==> src/rtl/result_demux2.sv <==
// Registered 1-to-2 steering stage for signed field-element results.
// One valid/ready source fans out to channel 0, channel 1, both, or a discard sink.
module result_demux2 #(
  parameter int WIDTH = 256
) (
  input  logic                    clk,
  input  logic                    rst_n,
  input  logic                    in_valid,
  output logic                    in_ready,
  input  logic signed [WIDTH-1:0] in_data,
  input  logic        [1:0]       in_sel,
  output logic                    out0_valid,
  input  logic                    out0_ready,
  output logic signed [WIDTH-1:0] out0_data,
  output logic                    out1_valid,
  input  logic                    out1_ready,
  output logic signed [WIDTH-1:0] out1_data,
  output logic                    err,
  input  logic                    err_clr,
  output logic                    busy
);

  typedef enum logic [1:0] {
    ROUTE_CH0  = 2'd0,
    ROUTE_CH1  = 2'd1,
    ROUTE_BOTH = 2'd2,
    ROUTE_DROP = 2'd3
  } route_e;

  route_e                  route;
  logic                    xfer;
  logic [1:0]              avail;
  logic [1:0]              load;
  logic [1:0]              sink_ready;
  logic [1:0]              valid_q;
  logic signed [WIDTH-1:0] data_q [2];

  assign route      = route_e'(in_sel);
  assign sink_ready = {out1_ready, out0_ready};

  // A slot is free when empty or when its word leaves this cycle.
  assign avail = ~valid_q | sink_ready;

  always_comb begin
    // NOTE: default assignment first so every path drives in_ready and no latch is inferred.
    in_ready = 1'b0;
    case (route)
      ROUTE_CH0:  in_ready = avail[0];
      ROUTE_CH1:  in_ready = avail[1];
      ROUTE_BOTH: in_ready = avail[0] && avail[1];
      ROUTE_DROP: in_ready = 1'b1;
      default:    in_ready = 1'b0;
    endcase
  end

  assign xfer    = in_valid && in_ready;
  assign load[0] = xfer && ((route == ROUTE_CH0) || (route == ROUTE_BOTH));
  assign load[1] = xfer && ((route == ROUTE_CH1) || (route == ROUTE_BOTH));

  always_ff @(posedge clk or negedge rst_n) begin
    if (!rst_n) begin
      valid_q <= '0;
      // NOTE: the data registers are reset too, because the outputs must read zero after reset.
      for (int k = 0; k < 2; k++) data_q[k] <= '0;
    end else begin
      for (int k = 0; k < 2; k++) begin
        // NOTE: non-blocking updates keep every slot sampling pre-edge values.
        if (load[k]) begin
          valid_q[k] <= 1'b1;
          data_q[k]  <= in_data;
        end else if (sink_ready[k]) begin
          valid_q[k] <= 1'b0;
        end
      end
    end
  end

  // Set wins over clear so a discard in the clearing cycle is never lost.
  always_ff @(posedge clk or negedge rst_n) begin
    if (!rst_n) begin
      err <= 1'b0;
    end else if (xfer && (route == ROUTE_DROP)) begin
      err <= 1'b1;
    end else if (err_clr) begin
      err <= 1'b0;
    end
  end

  assign out0_valid = valid_q[0];
  assign out1_valid = valid_q[1];
  assign out0_data  = data_q[0];
  assign out1_data  = data_q[1];
  assign busy       = valid_q[0] || valid_q[1];

endmodule

==> config.mk <==
export PLATFORM = sky130hd
export DESIGN_NAME = result_demux2
export DESIGN_NICKNAME = d
export VERILOG_FILES = /design/src/rtl/result_demux2.sv
export SDC_FILE = /design/constraint.sdc
export NUM_CORES = 1
export LEC_CHECK = 0
export BUFFER_PORTS_ARGS = -buffer_cell sky130_fd_sc_hd__clkbuf_2
export CORE_AREA = 2 2 307 309
export CTS_BUF_LIST = sky130_fd_sc_hd__clkbuf_4 sky130_fd_sc_hd__clkbuf_8 sky130_fd_sc_hd__clkbuf_16
export DETAILED_ROUTE_END_ITERATION = 8
export DIE_AREA = 0 0 309 311
export GPL_ROUTABILITY_DRIVEN = 0
export MAX_ROUTING_LAYER = met4
export PLACE_DENSITY = 0.46
export RECOVER_POWER = 50
export SYNTH_ARGS = -nofsm -noshare
export SYNTH_HDL_FRONTEND = slang
export SYNTH_SLANG_ARGS = --single-unit
==> constraint.sdc <==
create_clock -name clk -period 1.6 [get_ports clk]
set_input_delay 0.16 -clock clk [delete_from_list [all_inputs] [get_ports clk]]
set_output_delay 0.16 -clock clk [all_outputs]
set_load 0.05 [all_outputs]
==> key figures, run 1 <==
Pwr
  – Leakage: 16.01 nW
  – Reg power frac: 31.8%
  – Pwr per Cell Area: 1850 nW/um^2
  – Net Sw Frac: 43.22%
  – Final Power: 60.30 mW
  – Max rail drop VDD: 1.042 mV
  – Pint: 34.24 mW
  – NetSw: 26.06 mW
  – Gate power share: 43.9%
  – Clk pwr share: 24.3%

Timing
  – Fin Setup TNS: -198.83 ns
  – Max Slew Vio Count: 0
  – Endpoints failing setup: 518
  – Maximum clock frequency: 482.2 MHz
  – RSZ-0062 raised after global routing: true
  – Worst slew pin tran: 0.9494 ns
  – Period utilisation layout: 129.6%
  – Worst relative slew slack: 36.71%
  – Final Hold Viols: 0
  – Min Tclk post-route: 2.074 ns
  – Layout Skew: 0.02517 ns
  – Final setup margin: -0.4736 ns

Cells and area
  – N_diodes: 0
  – Seq. cell area: 12890 um^2
  – Final net count: 2547
  – Area Growth Syn to Fin: 50.41%
  – Finished Layout Cells: 3577
  – Cell area after layout: 32590 um^2
  – Layout cells sized above 1: 66.08%
  – Filler cells: 9075
  – Area occupied by multi-input gates: 7801 um^2

Worst hold path
  – Worst min path class: in2reg

Clock network
  – CTS clk-pin slew, worst paths: 0.06 ns
  – Root Driver: clkbuf_16
  – TritonCTS buffer count: 60
  – H-tree depth: 2
  – Clock Latency Late Sink: 0.62 ns
  – Worst-case clock buffer depth: 3
  – CTS tree: done
  – Clock sink total: 515

Yosys
  – Yosys warning count: 0
  – Seq cells post-synth: 515
  – Primary FF master, synth: dfrtp_1
  – Fraction of registers with async set/reset: 100.0%
  – Register area share after synthesis: 59.48%
  – Netlist cell types: 18
  – Post-synthesis cell count: 1108
  – Average size of a mapped cell: 19.56 um^2
  – Post-synth EDFFs: 0
  – Mapped Nets: 1377
  – Synth Cell Area: 21670 um^2

Placed design
  – DP Area: 27220 um^2
  – Cell count after placement: 3177
  – Hpwl dp: 49.18 mm
  – IO buf count: 780

Detailed routing
  – Vias: 13990
  – DRT Wirelength: 68.30 mm
  – Drc violations: 0
  – Drt pass-1 iters: 4
  – Drt via density: 3.910
  – Wire per inst: 19.09 um
  – ANT nets after route: 0
  – Detailed router's first-iteration violation count: 590

Floorplan
  – Core Area: 92770 um^2
  – Die area: 96100 um^2
  – # IOs: 781
  – Initial core utilization: 23.36%
  – Chip width: 309 um
  – Cell row count: 112
  – Die Ht: 311 um

Global routing
  – Total congestion overflow: 0
  – Global Route Usage Sum: 13.97%
  – Vias in the first global route: 15700
  – Largest net degree at the start of global routing: 51
  – First-pass GRT wire length: 100.3 mm
  – Antenna violations before repair: 3

Worst setup path
  – CP Data Arrival Time: 2.56 ns
  – Critical Path, Cell by Cell: nand2b_4, a211oi_4, buf_6, nor3_4, buf_12, buf_16, mux2_4
  – Critical path type: reg2reg
  – Bufs and invs on worst path: 3
  – Top delay family on crit path: buffers and inverters
  – Slowest cell on crit path: dfrtp_2
  – Worst EP required: 2.09 ns
  – CP max FO: 24
  – Setup crit start kind: register
  – Critical path's largest stage delay: 0.49 ns
  – Setup crit end kind: register

Status
  – Status: finished with violations
  – Violated checks: negative setup slack

Flow run
  – Max Cap Viol: 0
[cell usage in the layout (no fill, tap or decap)]
cell           count
buf_12            27
clkbuf_1           2
nor3_4             2
a211oi_4           1
inv_1              3
ha_1               5
clkinv_2          10
buf_6             24
clkbuf_4          13
buf_4             43
bufinv_16          9
nand3b_1           1
clkbuf_2         788
o21ai_0            3
o21ai_1            1
mux2_2            32
dfrtp_2            2
clkinv_8           1
clkbuf_8          11
clkinv_4           1
nand2_1            1
inv_2              1
mux2_4           480
clkinvlp_4         1
nand2b_4           2
dfrtp_1          513
buf_16            10
clkbuf_16         69
o21ai_4            1
nand3_4            1
inv_6              2
or2_4              3
buf_8              1
dlygate4sd3_1    259
[state kept, by name, summed over array words and instances (netlist names)]
name	cells
err	1
out0_data	256
out1_data	256
valid_q	2
[cells by family after synthesis]
family,synth area share [%]
DFF,59.48
muxes,34.93
buffers and inverters,4.701
AOI/OAI and AO/OA,0.2252
adders and majority gates,0.2887
and+or+nand+nor,0.3811
[worst register-to-register path, delay by kind of cell (launching register included)]
family	cells	cell delay, ns
mux	1	0.34
flops	1	0.49
buf+inv	3	0.64
compound gates	1	0.07
simple gates	2	0.41
[Yosys cell counts (all sizes together), types with 2 or more instances]
| cell type | count | share of area, % |
|---|---|---|
| buf | 56 | 4.6 |
| dfrtp | 515 | 59 |
| ha | 5 | 0.29 |
| inv | 4 | 0.069 |
| mux2 | 512 | 35 |
| nand2b | 2 | 0.058 |
| nor3 | 2 | 0.15 |
| o21ai | 5 | 0.13 |
| or2 | 3 | 0.098 |
[power by group through the flow]
stage / registers [mW] / logic [mW] / clock network, mW
global placement: 19.3 / 25.7 / 0
global route: 19.6 / 27.4 / 15.7
finish: 19.2 / 26.5 / 14.6
CTS: 19.2 / 26.6 / 15.1
detailed placement: 19.3 / 25.8 / 0
floorplan: 32.0 / 6.34 / 0
[metal layers]
layer  global-route usage (%)  vias to the layer above  share of wire [%]
li1                         -                     6256                  -
met1                    16.44                     7062                 41
met2                    23.30                      568                 49
met3                    3.365                       99                6.8
met4                    4.634                        0                2.9
met5                        -                        -                  0
[repair_timing]
item                       in CTS  in global routing
hold endpoints to repair      915                  0
hold buffers                  259                  0
resized for setup              43                 26
setup endpoints to repair     519                521
pin swaps                       5                  5
setup buffers                  17                  9
gates cloned                    4                  8
[cell type report]
| cell class | count | share of cell area (%) |
|---|---|---|
| repair buffers | 1164 | 25.16 |
| clock buffers | 83 | 5.348 |
| flip-flops and latches | 515 | 39.55 |
| well taps | 1254 | 4.815 |
| clock inverters | 24 | 1.136 |
| multi-input cells | 533 | 23.94 |
| inverters | 4 | 0.04607 |
[worst paths after layout]
kind	slack, ns	to	start	depth (start not counted)
min in group asynchronous	0.26	out1_data[123]$_DFFE_PN0P_	rst_n	2
max in group asynchronous	0.17	out0_data[255]$_DFFE_PN0P_	rst_n	3
min	0.1	valid_q[0]$_DFFE_PN0P_	out0_ready	4
min reg2reg	0.51	out1_data[7]$_DFFE_PN0P_	out1_data[7]$_DFFE_PN0P_	1
max	-0.47	out0_data[117]$_DFFE_PN0P_	valid_q[0]$_DFFE_PN0P_	7
max reg2reg	-0.47	out0_data[117]$_DFFE_PN0P_	valid_q[0]$_DFFE_PN0P_	7
[stage by stage]
| step | setup WS (ns) | utilization (%) | hold WS (ns) |
|---|---|---|---|
| after floorplan | -0.2600 | - | -0.1356 |
| after global placement | -0.6134 | 29.34 | 0.1633 |
| after detailed placement | -0.6085 | 29.34 | 0.1731 |
| after CTS | -0.5164 | 34.92 | 0.05169 |
| after global routing | -0.5443 | 35.13 | 0.07968 |
| final | -0.4736 | 35.13 | 0.09778 |
Note: power is estimated with default switching activity, not from simulation.
==> run 2: changes to the inputs <==
--- a/config.mk
+++ b/config.mk
@@ -7,13 +7,13 @@
 export LEC_CHECK = 0
 export BUFFER_PORTS_ARGS = -buffer_cell sky130_fd_sc_hd__clkbuf_2
 export CORE_AREA = 2 2 307 309
-export CTS_BUF_LIST = sky130_fd_sc_hd__clkbuf_4 sky130_fd_sc_hd__clkbuf_8 sky130_fd_sc_hd__clkbuf_16
 export DETAILED_ROUTE_END_ITERATION = 8
 export DIE_AREA = 0 0 309 311
 export GPL_ROUTABILITY_DRIVEN = 0
 export MAX_ROUTING_LAYER = met4
 export PLACE_DENSITY = 0.46
 export RECOVER_POWER = 50
+export SETUP_SLACK_MARGIN = 0.02
 export SYNTH_ARGS = -nofsm -noshare
 export SYNTH_HDL_FRONTEND = slang
 export SYNTH_SLANG_ARGS = --single-unit
==> run 2 against run 1 <==
Combinational power about the same. Die area did not move. Critical endpoint is now out1_data[202]$_DFFE_PN0P_. Non-clock buffer count down 1. Clock-buffer cell count stayed put. The run still ends with negative setup slack left. Via count is 0.16% lower. Highest routed layer unchanged. Clock power is essentially flat. First-iteration DRC count fell by 3.1%. Setup slack improved by 0.016 ns. Final cell count stayed put. Cell area shrank 0.13%. Clock skew is 0.0017 ns higher.
==> key figures, run 2 (synthesis gave the netlist of run 1 again) <==
Status
  – Status: finished with violations
  – Violated checks: negative setup slack

Cells and area
  – Commonest non-fill, non-tap cell in the layout: clkbuf_2
  – Most frequent cells in the layout: 788 x clkbuf_2, 513 x dfrtp_1, 480 x mux2_4
  – Filler cells: 9077 (+0.022%)
  – Layout cells sized above 1: 65.55% (-0.53 points)
  – Area Growth Syn to Fin: 50.21%
  – Final net count: 2546 (-0.039%)
  – Cell area after layout: 32550 um^2 (-0.13%)

Timing
  – Worst slew pin tran: 0.9378 ns (-0.01151 ns)
  – Maximum clock frequency: 486.1 MHz (+0.79%)
  – Layout Skew: 0.02692 ns (+0.001746 ns)
  – Min Tclk post-route: 2.057 ns (-0.01631 ns)
  – Final Hold Viols: 0 (unchanged)
  – Final setup margin: -0.4573 ns (+0.01630 ns)
  – Max Slew Vio Count: 0 (unchanged)
  – Endpoints failing setup: 518 (unchanged)
  – Worst relative slew slack: 37.48% (+0.77 points)
  – RSZ-0062 raised after global routing: true
  – Period utilisation layout: 128.6% (-1.0 points)

Detailed routing
  – Detailed router's first-iteration violation count: 572 (-3.1%)
  – Vias: 13960 (-0.16%)
  – ANT nets after route: 0 (unchanged)
  – Wire per inst: 19.06 um (-0.19%)
  – Drt pass-1 iters: 4 (unchanged)
  – Drt via density: 3.904 (-0.16%)
  – Drc violations: 0 (unchanged)
  – DRT Wirelength: 68.17 mm (-0.19%)

Worst setup path
  – Critical Path, Cell by Cell: nand3b_1, o21ai_4, nor3_4, buf_12, buf_12, clkbuf_16, buf_16, mux2_4
  – Setup crit end kind: register
  – Critical path type: reg2reg
  – Setup crit start kind: register
  – Bufs and invs on worst path: 4 (+1)
  – Top delay family on crit path: buffers and inverters
  – Slowest cell on crit path: dfrtp_2
  – Critical path's largest stage delay: 0.49 ns (about the same)
  – CP Data Arrival Time: 2.55 ns (about the same)
  – Worst path most repeated cell: buf_12
  – CP max FO: 8 (-67%)
  – Worst EP required: 2.10 ns (about the same)

Clock network
  – Worst-case clock buffer depth: 3 (unchanged)
  – Root Driver: clkbuf_16
  – CTS tree: done
  – H-tree depth: 2 (unchanged)
  – TritonCTS buffer count: 60 (unchanged)
  – Clock Latency Late Sink: 0.62 ns (about the same)
  – Clock sink total: 515 (unchanged)
  – CTS clk-pin slew, worst paths: 0.06 ns (about the same)

Global routing
  – Vias in the first global route: 15670 (-0.20%)
  – Largest net degree at the start of global routing: 51 (unchanged)
  – Total congestion overflow: 0 (unchanged)
  – First-pass GRT wire length: 100.5 mm (+0.21%)
  – Antenna violations before repair: 2 (-1)
  – Global Route Usage Sum: 14.01% (+0.036 points)

Floorplan
  – Die area: 96100 um^2 (unchanged)
  – Initial core utilization: 23.36% (unchanged)
  – Cell row count: 112 (unchanged)
  – Chip width: 309 um (unchanged)
  – Die Ht: 311 um (unchanged)
  – Core Area: 92770 um^2 (unchanged)
  – # IOs: 781 (unchanged)

Pwr
  – Final Power: 60.11 mW (-0.33%)
  – Leakage: 15.97 nW (-0.24%)
  – Max rail drop VDD: 1.042 mV (about the same)
  – Pwr per Cell Area: 1847 nW/um^2 (-0.19%)

Flow run
  – Max Cap Viol: 0 (unchanged)

Worst hold path
  – Worst min path class: in2reg

Placed design
  – Hpwl dp: 49.18 mm (unchanged)
  – IO buf count: 780 (unchanged)
  – DP Area: 27220 um^2 (unchanged)
==> run 2: cell types whose count changed in the layout (fill, tap and decap cells not counted), moves of 2 or more <==
| cell | change |
|---|---|
| clkbuf_16 | -2 |
| buf_16 | +2 |
| clkbuf_4 | -12 |
| clkbuf_1 | +12 |
| buf_8 | +6 |
| buf_6 | -5 |
| buf_12 | -4 |
==> run 2: worst paths after layout <==
path,startpoint,endpoint,slack [ns],depth (start not counted)
min in group asynchronous,rst_n,out1_data[123]$_DFFE_PN0P_,0.25,2
setup / recovery,valid_q[0]$_DFFE_PN0P_,out1_data[202]$_DFFE_PN0P_,-0.46,8
setup reg to reg,valid_q[0]$_DFFE_PN0P_,out1_data[202]$_DFFE_PN0P_,-0.46,8
hold / removal,out0_ready,valid_q[0]$_DFFE_PN0P_,0.09,4
max in group asynchronous,rst_n,out1_data[254]$_DFFE_PN0P_,0.17,3
hold reg to reg,out1_data[7]$_DFFE_PN0P_,out1_data[7]$_DFFE_PN0P_,0.51,1
==> run 2: what timing repair did <==
action                                  4_1_cts  5_1_grt
resized for setup                            48       25
buffers inserted                             19        7
endpoints found under the setup margin      521      522
hold buffers                                259        0
cloned                                        6        6
pin swaps                                     5        6
endpoints found under the hold margin       913        0
==> run 2: routing by layer <==
metal	global-route usage (%)	vias to the layer above	wire, um
li1	-	6257	-
met3	3.399	92	4560
met5	-	-	0
met2	23.43	545	33770
met1	16.48	7069	27950
met4	4.468	0	1894
==> run 2: through the flow <==
step | instances | setup WS [ns] | TNS [ns] | hold slack [ns] | util [%]
2_1_floorplan | 1108 | -0.2600 | -128.26 | -0.1356 | -
4_1_cts | 3567 | -0.5164 | -206.43 | 0.05169 | 34.96
6_report | 3577 | -0.4573 | -197.58 | 0.09160 | 35.08
3_5_place_dp | 3177 | -0.6085 | -277.46 | 0.1731 | 29.34
5_1_grt | 3576 | -0.5265 | -239.09 | 0.08433 | 35.08
3_3_place_gp | 3177 | -0.6134 | -273.37 | 0.1633 | 29.34
==> run 2: worst min-delay path: cells and delay by family <==
kind	cells	cell delay (ns)
buffers and inverters	2	0.27
and+or+nand+nor	1	0.16
AOI/OAI and AO/OA	1	0.08
==> run 2: where the power goes <==
part           leakage, nW  total (mW)  internal [mW]  switching, mW
logic                 8.86        26.5           8.47           18.0
clock network         1.02        14.4           8.81           5.63
registers             6.08        19.2           16.8           2.41
total                 16.0        60.1           34.0           26.1
==> run 2: area by class of cell <==
type	count	area, um^2	area share, %
Multi-Input combinational cell	533	7801	23.97
Antenna cell	1	2.502	0.007689
Clock inverter	24	370.4	1.138
Sequential cell	515	12890	39.61
Tap cell	1254	1569	4.821
Inverter	4	15.01	0.04613
Clock buffer	83	1698	5.217
Timing Repair Buffer	1163	8199	25.19
